File: src/rtl/soc_system_pio_arb_pkg.sv
// soc_system_pio_arb_pkg: shared types and constants for the PIO arbiter.
// Contents: FSM state enum, PIO slave register addresses, default bus widths.
package soc_system_pio_arb_pkg;
    typedef enum logic [1:0] {IDLE, ISSUE, CAPTURE} state_e;
    localparam logic [1:0] PIO_ADDR_DATA     = 2'd0;
    localparam logic [1:0] PIO_ADDR_IRQ_MASK = 2'd2;
    localparam int PIO_DATA_W = 32;
    localparam int PIO_ADDR_W = 2;
endpackage

File: src/rtl/soc_system_pio_arbiter_if.sv
// soc_system_pio_arbiter_if: requester handshake plus Avalon-MM PIO slave bus.
// Requester side: req, we, addr, wdata, lock (only with PIO_ARB_LOCK_EN), ack, rdata.
// Slave side: s_address, s_chipselect, s_write_n, s_writedata, s_readdata.
// Modport slave is the arbiter's view; modport master is the requesters'/PIO's view.
interface soc_system_pio_arbiter_if
    import soc_system_pio_arb_pkg::*;
#(
    parameter int NUM_REQ = 2,
    parameter int DATA_W  = PIO_DATA_W,
    parameter int ADDR_W  = PIO_ADDR_W
);
    logic [NUM_REQ-1:0]        req;
    logic [NUM_REQ-1:0]        we;
    logic [NUM_REQ*ADDR_W-1:0] addr;
    logic [NUM_REQ*DATA_W-1:0] wdata;
`ifdef PIO_ARB_LOCK_EN
    logic [NUM_REQ-1:0]        lock;
`endif
    logic [NUM_REQ-1:0]        ack;
    logic [DATA_W-1:0]         rdata;
    logic [ADDR_W-1:0]         s_address;
    logic                      s_chipselect;
    logic                      s_write_n;
    logic [DATA_W-1:0]         s_writedata;
    logic [DATA_W-1:0]         s_readdata;

    modport slave (
        input  req, we, addr, wdata,
`ifdef PIO_ARB_LOCK_EN
        input  lock,
`endif
        input  s_readdata,
        output ack, rdata, s_address, s_chipselect, s_write_n, s_writedata
    );

    modport master (
        output req, we, addr, wdata,
`ifdef PIO_ARB_LOCK_EN
        output lock,
`endif
        output s_readdata,
        input  ack, rdata, s_address, s_chipselect, s_write_n, s_writedata
    );
endinterface

File: src/rtl/soc_system_pio_arbiter_rr_sel.sv
// soc_system_pio_rr_sel: combinational round-robin picker.
// Ports: eligible (request vector), last (previous grant) -> valid, idx (first
// eligible requester scanning upward from last+1 with wrap-around).
module soc_system_pio_rr_sel #(
    parameter int NUM_REQ = 2,
    parameter int IDX_W   = $clog2(NUM_REQ)
) (
    input  logic [NUM_REQ-1:0] eligible,
    input  logic [IDX_W-1:0]   last,
    output logic               valid,
    output logic [IDX_W-1:0]   idx
);
    // Scan from the farthest offset down so the nearest eligible slot wins.
    always_comb begin
        valid = 1'b0;
        idx   = '0;
        for (int i = NUM_REQ; i >= 1; i--) begin
            if (eligible[(int'(last) + i) % NUM_REQ]) begin
                valid = 1'b1;
                idx   = IDX_W'((int'(last) + i) % NUM_REQ);
            end
        end
    end
endmodule

File: src/rtl/soc_system_pio_arbiter.sv
// soc_system_pio_arbiter: round-robin arbiter sharing one Avalon-MM PIO slave.
// Ports: clk, reset (async, active-high), bus (soc_system_pio_arbiter_if.slave).
// Each access runs IDLE -> ISSUE -> CAPTURE; ack/rdata appear the cycle after CAPTURE.
// Optional PIO_ARB_LOCK_EN: a grant made with lock=1 keeps the bus reserved for
// that requester until it completes an access with lock=0.
module soc_system_pio_arbiter
    import soc_system_pio_arb_pkg::*;
#(
    parameter int NUM_REQ = 2,
    parameter int DATA_W  = PIO_DATA_W,
    parameter int ADDR_W  = PIO_ADDR_W
) (
    input  logic clk,
    input  logic reset,
    soc_system_pio_arbiter_if.slave bus
);
    localparam int IDX_W = $clog2(NUM_REQ);

    state_e              state_q, state_d;
    logic [IDX_W-1:0]    g_q, g_d, last_q, last_d, sel_idx;
    logic                we_q, we_d, sel_valid;
    logic [ADDR_W-1:0]   addr_q, addr_d;
    logic [DATA_W-1:0]   wdata_q, wdata_d, rdata_q, rdata_d;
    logic [NUM_REQ-1:0]  ack_q, ack_d, g_oh, eligible;
`ifdef PIO_ARB_LOCK_EN
    logic                lk_q, lk_d, locked_q, locked_d;
`endif

    assign g_oh = NUM_REQ'(1) << g_q;

    // A requester still holding req during its ack cycle is not re-granted.
`ifdef PIO_ARB_LOCK_EN
    assign eligible = bus.req & ~ack_q & (locked_q ? g_oh : {NUM_REQ{1'b1}});
`else
    assign eligible = bus.req & ~ack_q;
`endif

    soc_system_pio_rr_sel #(.NUM_REQ(NUM_REQ), .IDX_W(IDX_W)) u_rr_sel (
        .eligible (eligible),
        .last     (last_q),
        .valid    (sel_valid),
        .idx      (sel_idx)
    );

    always_comb begin
        state_d  = state_q;
        g_d      = g_q;
        last_d   = last_q;
        we_d     = we_q;
        addr_d   = addr_q;
        wdata_d  = wdata_q;
        rdata_d  = rdata_q;
        ack_d    = '0;
`ifdef PIO_ARB_LOCK_EN
        lk_d     = lk_q;
        locked_d = locked_q;
`endif
        case (state_q)
            IDLE: begin
                if (sel_valid) begin
                    state_d = ISSUE;
                    g_d     = sel_idx;
                    last_d  = sel_idx;
                    we_d    = bus.we[sel_idx];
                    addr_d  = bus.addr[sel_idx*ADDR_W +: ADDR_W];
                    wdata_d = bus.wdata[sel_idx*DATA_W +: DATA_W];
`ifdef PIO_ARB_LOCK_EN
                    lk_d    = bus.lock[sel_idx];
`endif
                end
            end
            ISSUE: state_d = CAPTURE;
            CAPTURE: begin
                state_d = IDLE;
                ack_d   = g_oh;
                rdata_d = we_q ? rdata_q : bus.s_readdata;
`ifdef PIO_ARB_LOCK_EN
                locked_d = lk_q;
`endif
            end
            default: state_d = IDLE;
        endcase
    end

    always_ff @(posedge clk or posedge reset) begin
        if (reset) begin
            state_q  <= IDLE;
            g_q      <= '0;
            last_q   <= IDX_W'(NUM_REQ - 1);
            we_q     <= 1'b0;
            addr_q   <= '0;
            wdata_q  <= '0;
            rdata_q  <= '0;
            ack_q    <= '0;
`ifdef PIO_ARB_LOCK_EN
            lk_q     <= 1'b0;
            locked_q <= 1'b0;
`endif
        end else begin
            state_q  <= state_d;
            g_q      <= g_d;
            last_q   <= last_d;
            we_q     <= we_d;
            addr_q   <= addr_d;
            wdata_q  <= wdata_d;
            rdata_q  <= rdata_d;
            ack_q    <= ack_d;
`ifdef PIO_ARB_LOCK_EN
            lk_q     <= lk_d;
            locked_q <= locked_d;
`endif
        end
    end

    assign bus.ack          = ack_q;
    assign bus.rdata        = rdata_q;
    assign bus.s_address    = addr_q;
    assign bus.s_writedata  = wdata_q;
    assign bus.s_chipselect = (state_q == ISSUE);
    assign bus.s_write_n    = !((state_q == ISSUE) && we_q);
endmodule

File: src/flat_wrapper.sv
// flat-port wrapper written by rule: the top's interface ports become plain ports
module soc_system_pio_arbiter_flat import soc_system_pio_arb_pkg::*;
#(
    parameter int NUM_REQ = 2,
    parameter int DATA_W  = PIO_DATA_W,
    parameter int ADDR_W  = PIO_ADDR_W
)
  (clk, reset, bus_req, bus_we, bus_addr, bus_wdata, bus_s_readdata, bus_ack, bus_rdata, bus_s_address, bus_s_chipselect, bus_s_write_n, bus_s_writedata);
  soc_system_pio_arbiter_if #(.NUM_REQ(NUM_REQ), .DATA_W(DATA_W), .ADDR_W(ADDR_W)) bus_i ();
  input  logic clk;
  input  logic reset;
  input wire logic [$bits(bus_i.req)-1:0] bus_req;
  input wire logic [$bits(bus_i.we)-1:0] bus_we;
  input wire logic [$bits(bus_i.addr)-1:0] bus_addr;
  input wire logic [$bits(bus_i.wdata)-1:0] bus_wdata;
  input wire logic [$bits(bus_i.s_readdata)-1:0] bus_s_readdata;
  output wire logic [$bits(bus_i.ack)-1:0] bus_ack;
  output wire logic [$bits(bus_i.rdata)-1:0] bus_rdata;
  output wire logic [$bits(bus_i.s_address)-1:0] bus_s_address;
  output wire logic [$bits(bus_i.s_chipselect)-1:0] bus_s_chipselect;
  output wire logic [$bits(bus_i.s_write_n)-1:0] bus_s_write_n;
  output wire logic [$bits(bus_i.s_writedata)-1:0] bus_s_writedata;
  assign bus_i.req = bus_req;
  assign bus_i.we = bus_we;
  assign bus_i.addr = bus_addr;
  assign bus_i.wdata = bus_wdata;
  assign bus_i.s_readdata = bus_s_readdata;
  assign bus_ack = bus_i.ack;
  assign bus_rdata = bus_i.rdata;
  assign bus_s_address = bus_i.s_address;
  assign bus_s_chipselect = bus_i.s_chipselect;
  assign bus_s_write_n = bus_i.s_write_n;
  assign bus_s_writedata = bus_i.s_writedata;
  soc_system_pio_arbiter #(.NUM_REQ(NUM_REQ), .DATA_W(DATA_W), .ADDR_W(ADDR_W)) u_core (.clk(clk), .reset(reset), .bus(bus_i));
endmodule
File: config.mk
export PLATFORM = sky130hd
export DESIGN_NAME = soc_system_pio_arbiter_flat
export DESIGN_NICKNAME = d
export VERILOG_FILES = /design/src/rtl/soc_system_pio_arb_pkg.sv /design/src/rtl/soc_system_pio_arbiter_if.sv /design/src/rtl/soc_system_pio_arbiter_rr_sel.sv /design/src/rtl/soc_system_pio_arbiter.sv /design/src/flat_wrapper.sv
export SDC_FILE = /design/constraint.sdc
export NUM_CORES = 1
export LEC_CHECK = 0
export BUFFER_PORTS_ARGS = -buffer_cell sky130_fd_sc_hd__buf_2
export CAP_MARGIN = 10
export CELL_PAD_IN_SITES_DETAIL_PLACEMENT = 0
export CELL_PAD_IN_SITES_GLOBAL_PLACEMENT = 1
export CORE_UTILIZATION = 34
export DETAILED_ROUTE_END_ITERATION = 6
export GPL_TIMING_DRIVEN = 1
export PLACE_DENSITY = 0.84
export REMOVE_ABC_BUFFERS = 1
export SETUP_SLACK_MARGIN = 0.2
export SYNTH_ARGS = -nofsm -noshare
export SYNTH_HDL_FRONTEND = slang
export SYNTH_SLANG_ARGS = --single-unit
File: constraint.sdc
create_clock -name clk -period 4.15 [get_ports clk]
set_input_delay 0.2075 -clock clk [delete_from_list [all_inputs] [get_ports clk]]
set_output_delay 0.2075 -clock clk [all_outputs]
set_load 0.005 [all_outputs]
==> results of run 1 <==
## cells in the mapped netlist (all sizes together)
library cell / number / area share, %
inv: 2 / 0.24
dfrtp: 72 / 58
o21ai: 1 / 0.16
dfstp: 1 / 0.85
nor2: 39 / 5.0
mux2: 33 / 12
buf: 18 / 5.1
nand3b: 1 / 0.24
nor2b: 4 / 1.1
nand2b: 1 / 0.45
o21a: 1 / 0.24
a31oi: 35 / 7.1
and2: 1 / 0.20
nand2: 73 / 8.9
## sequential cells by signal, indices dropped and copies added, names as in the netlist
name and flops:
u_core.we_q 1, u_core.g_q 1, u_core.bus.rdata 32, u_core.state_q 2, u_core.bus.s_writedata 32, u_core.bus.ack 2
u_core.last_q 1, u_core.bus.s_address 2
## cells by family after synthesis
| logic type | after synthesis |
|---|---|
| simple gates | 119 |
| flops | 73 |
| compound gates | 37 |
| mux | 33 |
| buf+inv | 20 |
## power by group through the flow
stage | registers [W] | clock network, W | logic (W)
5_1_grt | 0.00131 | 0.000525 | 0.00134
3_3_place_gp | 0.00127 | 0 | 0.00121
3_5_place_dp | 0.00128 | 0 | 0.00123
6_report | 0.00126 | 0.000463 | 0.00119
4_1_cts | 0.00127 | 0.000488 | 0.00122
2_1_floorplan | 0.00130 | 0 | 0.000654
## per-stage QoR
step / setup slack (ns) / cell area [um2]
6_report: 2.27 / 4140
5_1_grt: 2.12 / 4140
3_5_place_dp: 2.24 / 3970
4_1_cts: 2.23 / 4140
3_3_place_gp: 2.24 / 3970
2_1_floorplan: 1.91 / 2930
## area by class of cell
class | instances | area (um2) | area share, %
multi-input combinational | 189 | 1100 | 26.5
sequential | 73 | 1830 | 44.1
tap | 108 | 135 | 3.26
clock buffer | 10 | 128 | 3.08
timing repair buffer | 179 | 908 | 21.9
clock inverter | 6 | 36.3 | 0.876
inverter | 2 | 7.51 | 0.181
## worst max-delay path: cells and delay by family, from the launching register on
kind                   cells  cell delay (ns)
buffers and inverters      1             0.47
AOI/OAI and AO/OA          1             0.47
and+or+nand+nor            1             0.14
DFF                        1             0.41
muxes                      1             0.34
## cell usage in the layout, fill, tap and decap left out, drive strengths merged, types with 2 or more instances in the layout
cell type | netlist | final
mux2 | 33 | 33
nand2 | 73 | 73
nor2b | 4 | 4
clkinv | 0 | 5
dfrtp | 72 | 72
inv | 2 | 2
clkbuf | 0 | 10
buf | 18 | 178
a31oi | 35 | 35
nor2 | 39 | 39
## layer usage
layer / wire length, um / vias up / share of wire [%]
met5: 0 / - / 0
met4: 49 / 0 / 0.70
met3: 677 / 7 / 9.7
met2: 3110 / 142 / 45
met1: 3140 / 1125 / 45
li1: - / 1291 / -
## path summary, 6_finish.rpt
| kind | endpoint | slack (ns) | cells after the start |
|---|---|---|---|
| setup / recovery | u_core.last_q | 2.27 | 4 |
| hold / removal | u_core.bus.rdata[0] | 0.09 | 2 |
| setup reg to reg | u_core.last_q | 2.27 | 4 |
| hold reg to reg | u_core.bus.ack[0] | 0.44 | 1 |
| max in group asynchronous | u_core.bus.rdata[23] | 2.68 | 4 |
| min in group asynchronous | u_core.bus.s_writedata[5] | 0.50 | 3 |
==> flow_summary.toml, run 1 <==
[drt]
routed_wl_um = 6970
first_pass_iters = 4
routed_wire_length_per_instance_um = 12.3
vias_per_cell = 4.52
route.detailed.drc = 0
antenna_left = 0
drtIter0Drc = 64
vias = 2565

[yosys]
ys_ff_latch = 73
synthCells = 282
synth_warnings = 0
yosys.area_share.simple_pct = 15.9
synth_cell_types = 20
syn_area_um2 = 3090
syn_area_per_cell_um2 = 11.0
synth_mux_area_share_pct = 12.1
yosysSeqAreaShare_pct = 59.1
synth-xor-area-share_pct = 0
synthAdderAreaFrac_pct = 0
synth_top_family_by_area = "simple AND/OR/NAND/NOR gates"
synth-compound-area-share_pct = 7.49

[power_and_ir_drop]
power_w = 0.00292
p_per_area_nw_per_um2 = 706
p_clk_share_pct = 15.8
irDropWorstVdd_v = 0.000204
seqPwrFrac_pct = 43.3
p_sw_w = 0.00102
p_leak_nw = 2.08
comb_power_share_pct = 40.9
swShare_pct = 34.9
p_int_w = 0.00190

[place]
gp_congestion = 0.720
portBuffers = 175
place.detailed.hpwl_um = 5330
dp.cells = 550

[clock_tree]
clock_latency_ns = 0.34
postCtsSetupBuffers = 0
htreeDepth = 3
cts_tree = "built"
cts.sinks = 73
clk_pin_slew_ns = 0.08
hold_buffers = 1
root_buffer = "clkbuf_8"
cts_buffers = 9
clock_path_buffers = 2
cts_resized = 0

[worst_setup_path]
cp.arrival_ns = 2.16
worstSetupPathType = "flop to flop"
cpMaxStageDelayCell = "o21a_2"
critPathCaptureType = "flop"
critPathLaunch = "u_core.bus.ack[1]"
rr_startpoint = "u_core.bus.ack[1]"
path_max_fanout = 47
crit_chain = "nor2b_4, o21a_2, buf_4, mux2_4"
required_ns = 4.43
worst_setup_path_start_kind = "flop"
max_stage_delay_ns = 0.47

[timing]
setup_viol = 0
rsz0062_at_grt = "false"
finalClockSkew_ns = 0.0145
slew_violations = 0
worstMarginPinSlew_ns = 0.834
whs_ns = 0.0947
setup_tns_ns = 0
min_period_over_period_pct = 45.3
final_hold_viol_count = 0
fin_crit_ns = 1.88
slew_headroom_pct = 44.2
clock.fmax_ghz = 0.532

[floorplan]
start_util_pct = 35.3
boundaryPins = 176
dieArea_um2 = 9480
core_um2 = 8760
die_w_um = 97.4
fp-row-count = 34
die_h_um = 97.4

[layout]
fin_util_pct = 47.3
fin_cells = 567
nFillCells = 825
drive_gt1_share_pct = 50.3
areaGrowthSynthToFinish_pct = 34.0
finalNetCount = 560
antenna_cells = 0

[job]
drv_cap = 0

[grt]
grtUsageTotal_pct = 15.3
use_met3_pct = 5.97
globalRouteOverflowTotal = 0
antenna_found_initial = 0
grt_start_max_net_pins = 48
grt-busiest-layer = "met2"
grt_pass1_wl_um = 11500
grtUsageMet1_pct = 19.6
use_met2_pct = 24.2
grt_pass1_vias = 2461

[worst_hold_path]
hold_start = "bus_s_readdata[0]"
min_path_type = "input pin to flop"

[run_status]
run_status = "finished, final reports clean"
No activity file was read; power rests on OpenSTA's default activity.
==> inputs of run 2 (changes only) <==
--- a/config.mk
+++ b/config.mk
@@ -5,14 +5,15 @@
 export SDC_FILE = /design/constraint.sdc
 export NUM_CORES = 1
 export LEC_CHECK = 0
+export ABC_AREA = 1
 export BUFFER_PORTS_ARGS = -buffer_cell sky130_fd_sc_hd__buf_2
 export CAP_MARGIN = 10
 export CELL_PAD_IN_SITES_DETAIL_PLACEMENT = 0
 export CELL_PAD_IN_SITES_GLOBAL_PLACEMENT = 1
-export CORE_UTILIZATION = 34
+export CORE_UTILIZATION = 32
 export DETAILED_ROUTE_END_ITERATION = 6
 export GPL_TIMING_DRIVEN = 1
-export PLACE_DENSITY = 0.84
+export PLACE_DENSITY = 0.8
 export REMOVE_ABC_BUFFERS = 1
 export SETUP_SLACK_MARGIN = 0.2
 export SYNTH_ARGS = -nofsm -noshare
==> constraint.sdc (replaced) <==
create_clock -name clk -period 1.9 [get_ports clk]
set_input_delay 0.095 -clock clk [delete_from_list [all_inputs] [get_ports clk]]
set_output_delay 0.095 -clock clk [all_outputs]
set_load 0.005 [all_outputs]
==> run 2 against run 1 <==
Effect of this change:
- first-iteration DRC count grew to 3.2 times the previous value
- routed wire length up 28%
- synthesized cell count is 65% higher
- die area rose by 25%
- utilization decreased by 2.0 points
- worst hold slack worse by 0.081 ns
- critical path depth grew 2
- sequential cell count unchanged
- largest power group is now combinational logic
- worst setup slack worse by 1.9 ns
- maximum frequency is 24% higher
- largest cell class unchanged
- critical path type unchanged
- combinational power rose to 2.6 times the previous value
==> flow_summary.toml, run 2 <==
[yosys]
synth_warnings = 0
yosys-top-cells-count = "145 x nand2_1, 108 x inv_1, 72 x dfrtp_1"
yosys.cell_count.top_type = "nand2_1"
syn_area_per_cell_um2 = 7.87
synth_cell_types = 18
synth_top_area_cell = "dfrtp_1"
ys.flop_type = "dfrtp_1"
ys_ff_latch = 73
synth_top_area_share_pct = 49.3
syn_area_um2 = 3650
synth_edf_count = 0
netlist_top_cells_area = "dfrtp_1 49%, nand2_1 15%, inv_1 11%, nand3_1 9.6%, o21ai_2 7.7%"
synthCells = 464
async_flop_share_pct = 100
yosysSeqAreaShare_pct = 50.1

[layout]
nFillCells = 1149
fin_cells = 780
seq_area_um2 = 1830
areaGrowthSynthToFinish_pct = 36.1
layout_common_cells = "175 x buf_2, 145 x nand2_1, 107 x inv_1, 72 x dfrtp_1, 70 x nand3_1"
final_area_um2 = 4970
drive_gt1_share_pct = 37.2
multi_input_area_um2 = 1240
final_common_cell = "buf_2"
finalNetCount = 742
antenna_cells = 0

[worst_setup_path]
path_max_fanout = 30
worst_setup_path_start_kind = "flop"
required_ns = 2.09
cp.arrival_ns = 1.70
critPathCaptureType = "flop"
worstSetupPathType = "flop to flop"

[place]
place.detailed.hpwl_um = 6430
portBuffers = 175
dp.cells = 763
post_dp_cell_area_um2 = 4630
gp_congestion = 0.734

[floorplan]
core_um2 = 11000
boundaryPins = 176
fp-row-count = 38
die_w_um = 109
dieArea_um2 = 11800
start_util_pct = 33.3
die_h_um = 109

[timing]
min_period_over_period_pct = 79.5
worstMarginPinSlew_ns = 0.550
final_hold_viol_count = 0
setup_viol = 0
rsz0062_at_grt = "false"
clock.fmax_ghz = 0.662
slew_headroom_pct = 63.3
slew_violations = 0
finalClockSkew_ns = 0.00791
fin_crit_ns = 1.51

[clock_tree]
cts_buffers = 9
cts.sinks = 73
clk_pin_slew_ns = 0.06
root_buffer = "clkbuf_16"
cts_tree = "built"
postCtsSetupBuffers = 0
htreeDepth = 3
clock_latency_ns = 0.32
clock_path_buffers = 2

[drt]
vias = 3366
vias_per_cell = 4.32
first_pass_iters = 6
antenna_left = 0
routed_wl_um = 8950
routed_wire_length_per_instance_um = 11.5
route.detailed.drc = 0
drtIter0Drc = 207

[grt]
globalRouteOverflowTotal = 0
grt_start_max_net_pins = 74
antenna_found_initial = 0
grtUsageTotal_pct = 15.9
grt_pass1_wl_um = 14700
grt_pass1_vias = 3224

[worst_hold_path]
min_path_type = "input pin to flop"

[power_and_ir_drop]
p_per_area_nw_per_um2 = 1530
irDropWorstVdd_v = 0.000827
p_leak_nw = 3.06

[job]
drv_cap = 0

[run_status]
run_status = "finished, final reports clean"
-- run 2: changes by cell type after synthesis, sizes merged, moves of 4 or more --
cell,previous run,this run
inv,2,111
nand2,73,146
nand3,0,71
a31oi,35,0
nor2,39,5
mux2,33,0
o21ai,1,33
nor2b,4,0
-- run 2: worst paths after layout --
path                            cells past startpoint               start                   end  slack, ns
worst max-delay path                                6       u_core.last_q            u_core.g_q       0.39
worst min-delay path                                3  bus_s_readdata[21]  u_core.bus.rdata[21]       0.01
worst max register to register                      6       u_core.last_q            u_core.g_q       0.39
worst min register to register                      1          u_core.g_q     u_core.bus.ack[0]       0.42
max in group asynchronous                           4               reset         u_core.last_q       1.17
min in group asynchronous                           4               reset  u_core.bus.rdata[16]       0.40
-- run 2: layout make-up --
type | count | area share [%]
Multi-Input combinational cell | 257 | 25.1
Timing Repair Buffer | 184 | 20.0
Clock inverter | 5 | 1.64
Inverter | 111 | 8.41
Clock buffer | 10 | 4.61
Sequential cell | 73 | 36.8
Tap cell | 140 | 3.52
-- run 2: metrics by stage --
step	power [W]	TNS, ns	utilization (%)	hold WS, ns	setup slack (ns)
finish	0.00762	0	45.2	0.0132	0.389
global route	0.00834	0	45.2	0.00135	0.252
CTS	0.00777	0	45.1	0.00321	0.318
detailed placement	0.00597	0	42.2	0.212	0.338
global placement	0.00587	0	42.2	0.198	0.343
floorplan	0.00450	-24.35	-	0.238	-0.449
-- run 2: report_power, final --
group	switching (W)	leakage [nW]	internal, W
Clock	0.000604	0.149	0.00114
Sequential	0.000432	0.894	0.00235
Combinational	0.00176	2.02	0.00134
Total	0.00280	3.06	0.00483
-- run 2: cell families (layout without fill, tap and decap cells) --
group	Yosys count	after routing	share of synthesized area, %
buffers and inverters	134	310	16.1
DFF	73	73	50.1
AOI/OAI and AO/OA	34	34	8.05
and+or+nand+nor	223	223	25.8
-- run 2: what timing repair did --
item	CTS	global route
setup endpoints to repair	0	5
gates resized for setup	0	2
hold buffers	1	1
hold endpoints to repair	72	1
-- run 2: critical path, stage by stage (launching register included) --
cell and delay, ns:
dfstp_2 0.54, nand3_2 0.18, nand2_2 0.24, buf_12 0.21
inv_1 0.05, nand2_1 0.07, o21ai_0 0.08
-- run 2: routing by layer --
layer	global-route usage, %	part of all wire, %	vias to the layer above
li1	-	-	1716
met1	18.6	43	1537
met4	3.86	0.49	0
met3	3.95	5.2	4
met5	0	0	-
met2	28.9	51	109
==> inputs of run 3 (changes only) <==
==> constraint.sdc (replaced) <==
create_clock -name clk -period 1.4 [get_ports clk]
set_input_delay 0.07 -clock clk [delete_from_list [all_inputs] [get_ports clk]]
set_output_delay 0.07 -clock clk [all_outputs]
set_load 0.005 [all_outputs]
==> run 3 against run 2 <==
Effect of this change:
- global-route usage rose by 1.3 points
- largest cell class unchanged
- design area is 17% higher
- maximum frequency is 15% higher
==> flow_summary.toml, run 3 (synthesis gave the netlist of run 2 again) <==
[worst_setup_path]
worstSetupPathType = "flop to flop"
path_max_fanout = 8
critPathCaptureType = "flop"
cpMaxStageDelayCell = "dfrtp_1"
required_ns = 1.61
worst_setup_path_start_kind = "flop"
cp.arrival_ns = 1.52
max_stage_delay_ns = 0.38
crit_chain = "inv_2, nand2_2, or2_4, clkbuf_16, nand2_1, o21ai_2"

[clock_tree]
cts_tree = "built"
root_buffer = "clkbuf_16"
cts_buffers = 9
clk_pin_slew_ns = 0.06
htreeDepth = 3
cts.sinks = 73
clock_latency_ns = 0.32
clock_path_buffers = 2

[drt]
wl_met2_um = 5290
first_pass_iters = 4
dr_wl_met3_um = 464
met1_length_um = 5120
antenna_left = 0
routed_wire_length_per_instance_um = 13.2
drtIter0Drc = 169
vias = 3605
route.detailed.drc = 0
dr.max_layer_used = "met4"
routed_wl_um = 11000
vias_per_cell = 4.35

[timing]
worstMarginPinSlew_ns = 0.390
finalWorstSetupSlack_ns = 0.0902
slew_headroom_pct = 74.0
clock.fmax_ghz = 0.763
final_hold_viol_count = 0
whs_ns = 0.00594
setup_tns_ns = 0
min_period_over_period_pct = 93.6
setup_viol = 0
finalClockSkew_ns = 0.00702
slew_violations = 0
rsz0062_at_grt = "true"
fin_crit_ns = 1.31

[floorplan]
die_w_um = 109
fp-row-count = 38
start_util_pct = 33.3
core_um2 = 11000
die_h_um = 109
dieArea_um2 = 11800
boundaryPins = 176

[power_and_ir_drop]
p_leak_nw = 3.43
p_clk_share_pct = 17.7
p_sw_w = 0.00448
p_per_area_nw_per_um2 = 2040
p_int_w = 0.00740
seqPwrFrac_pct = 33.1
swShare_pct = 37.7
irDropWorstVdd_v = 0.000830
comb_power_share_pct = 49.1

[layout]
multi_input_area_um2 = 1440
finalNetCount = 792
areaGrowthSynthToFinish_pct = 59.6
final_common_cell = "buf_2"
fin_util_pct = 53.1
antenna_cells = 0
seq_area_um2 = 1830
drive_gt1_share_pct = 42.0
nFillCells = 1090
fin_cells = 828
layout_common_cells = "175 x buf_2, 118 x nand2_1, 105 x inv_1, 72 x dfrtp_1, 70 x nand3_1"

[grt]
grtUsageTotal_pct = 17.1
globalRouteOverflowTotal = 0
grt_start_max_net_pins = 74
grt_pass1_wl_um = 15700
grt_pass1_vias = 3400
antenna_found_initial = 0

[place]
dp_slack_ns = 0.0380
dp.cells = 766
portBuffers = 175
place.detailed.hpwl_um = 6580
gp_congestion = 0.716

[run_status]
run_status = "finished, final reports clean"

[worst_hold_path]
min_path_type = "input pin to flop"

[job]
drv_cap = 0
==> run 3: changes by cell type in the layout (fill, tap and decap cells not counted), moves of 3 or more <==
cell,change
dlygate4sd3_1,+27
buf_6,+6
clkbuf_8,+3
clkbuf_16,+5
nand2_4,+19
nand2_1,-27
buf_16,+3
buf_4,+3
buf_12,+4
nand2_2,+7
==> run 3: metrics by stage <==
step	total power, W	cell area, um2
3_5_place_dp	0.00809	4670
2_1_floorplan	0.00610	3480
3_3_place_gp	0.00797	4670
5_1_grt	0.0128	5830
4_1_cts	0.0109	5480
6_report	0.0119	5830
==> run 3: power by group through the flow <==
stage	sequential, W	combinational (W)	clock, W
2_1_floorplan	0.00382	0.00229	0
3_3_place_gp	0.00379	0.00417	0
3_5_place_dp	0.00380	0.00429	0
4_1_cts	0.00380	0.00498	0.00215
5_1_grt	0.00406	0.00647	0.00225
6_report	0.00393	0.00584	0.00211
==> run 3: worst paths after layout <==
kind | startpoint | end | slack, ns | cells after the start
max | u_core.state_q[0] | u_core.bus.rdata[31] | 0.09 | 6
min | bus_s_readdata[8] | u_core.bus.rdata[8] | 0.006 | 3
max reg2reg | u_core.state_q[0] | u_core.bus.rdata[31] | 0.09 | 6
min reg2reg | u_core.g_q | u_core.bus.ack[0] | 0.43 | 1
max in group asynchronous | reset | u_core.last_q | 0.69 | 4
min in group asynchronous | reset | u_core.bus.rdata[20] | 0.38 | 4
==> run 3: critical path: cells and delay by family, from the launching register on <==
family / cells / cell delay (ns)
AND/OR/NAND/NOR: 3 / 0.48
flip-flops: 1 / 0.38
buffers and inverters: 2 / 0.29
AO/OA/AOI/OAI: 1 / 0.05
==> run 3: layout make-up <==
type	count	share of cell area (%)
flip-flops and latches	73	31.4
repair buffers	234	29.0
multi-input cells	257	24.7
inverters	111	7.30
clock buffers	13	4.64
well taps	140	3.00
==> run 3: layer usage <==
metal	up-vias	global-route usage [%]
met5	-	0
met4	0	4.15
met3	8	3.23
met2	99	29.9
met1	1677	21.8
li1	1821	-
==> run 3: what timing repair did <==
action / 4_1_cts / 5_1_grt
endpoints found under the hold margin: 100 / 0
gates cloned: 4 / 8
pin swaps: 3 / 2
endpoints found under the setup margin: 69 / 70
hold buffers: 29 / 0
buffers inserted: 7 / 1
resized for setup: 22 / 52
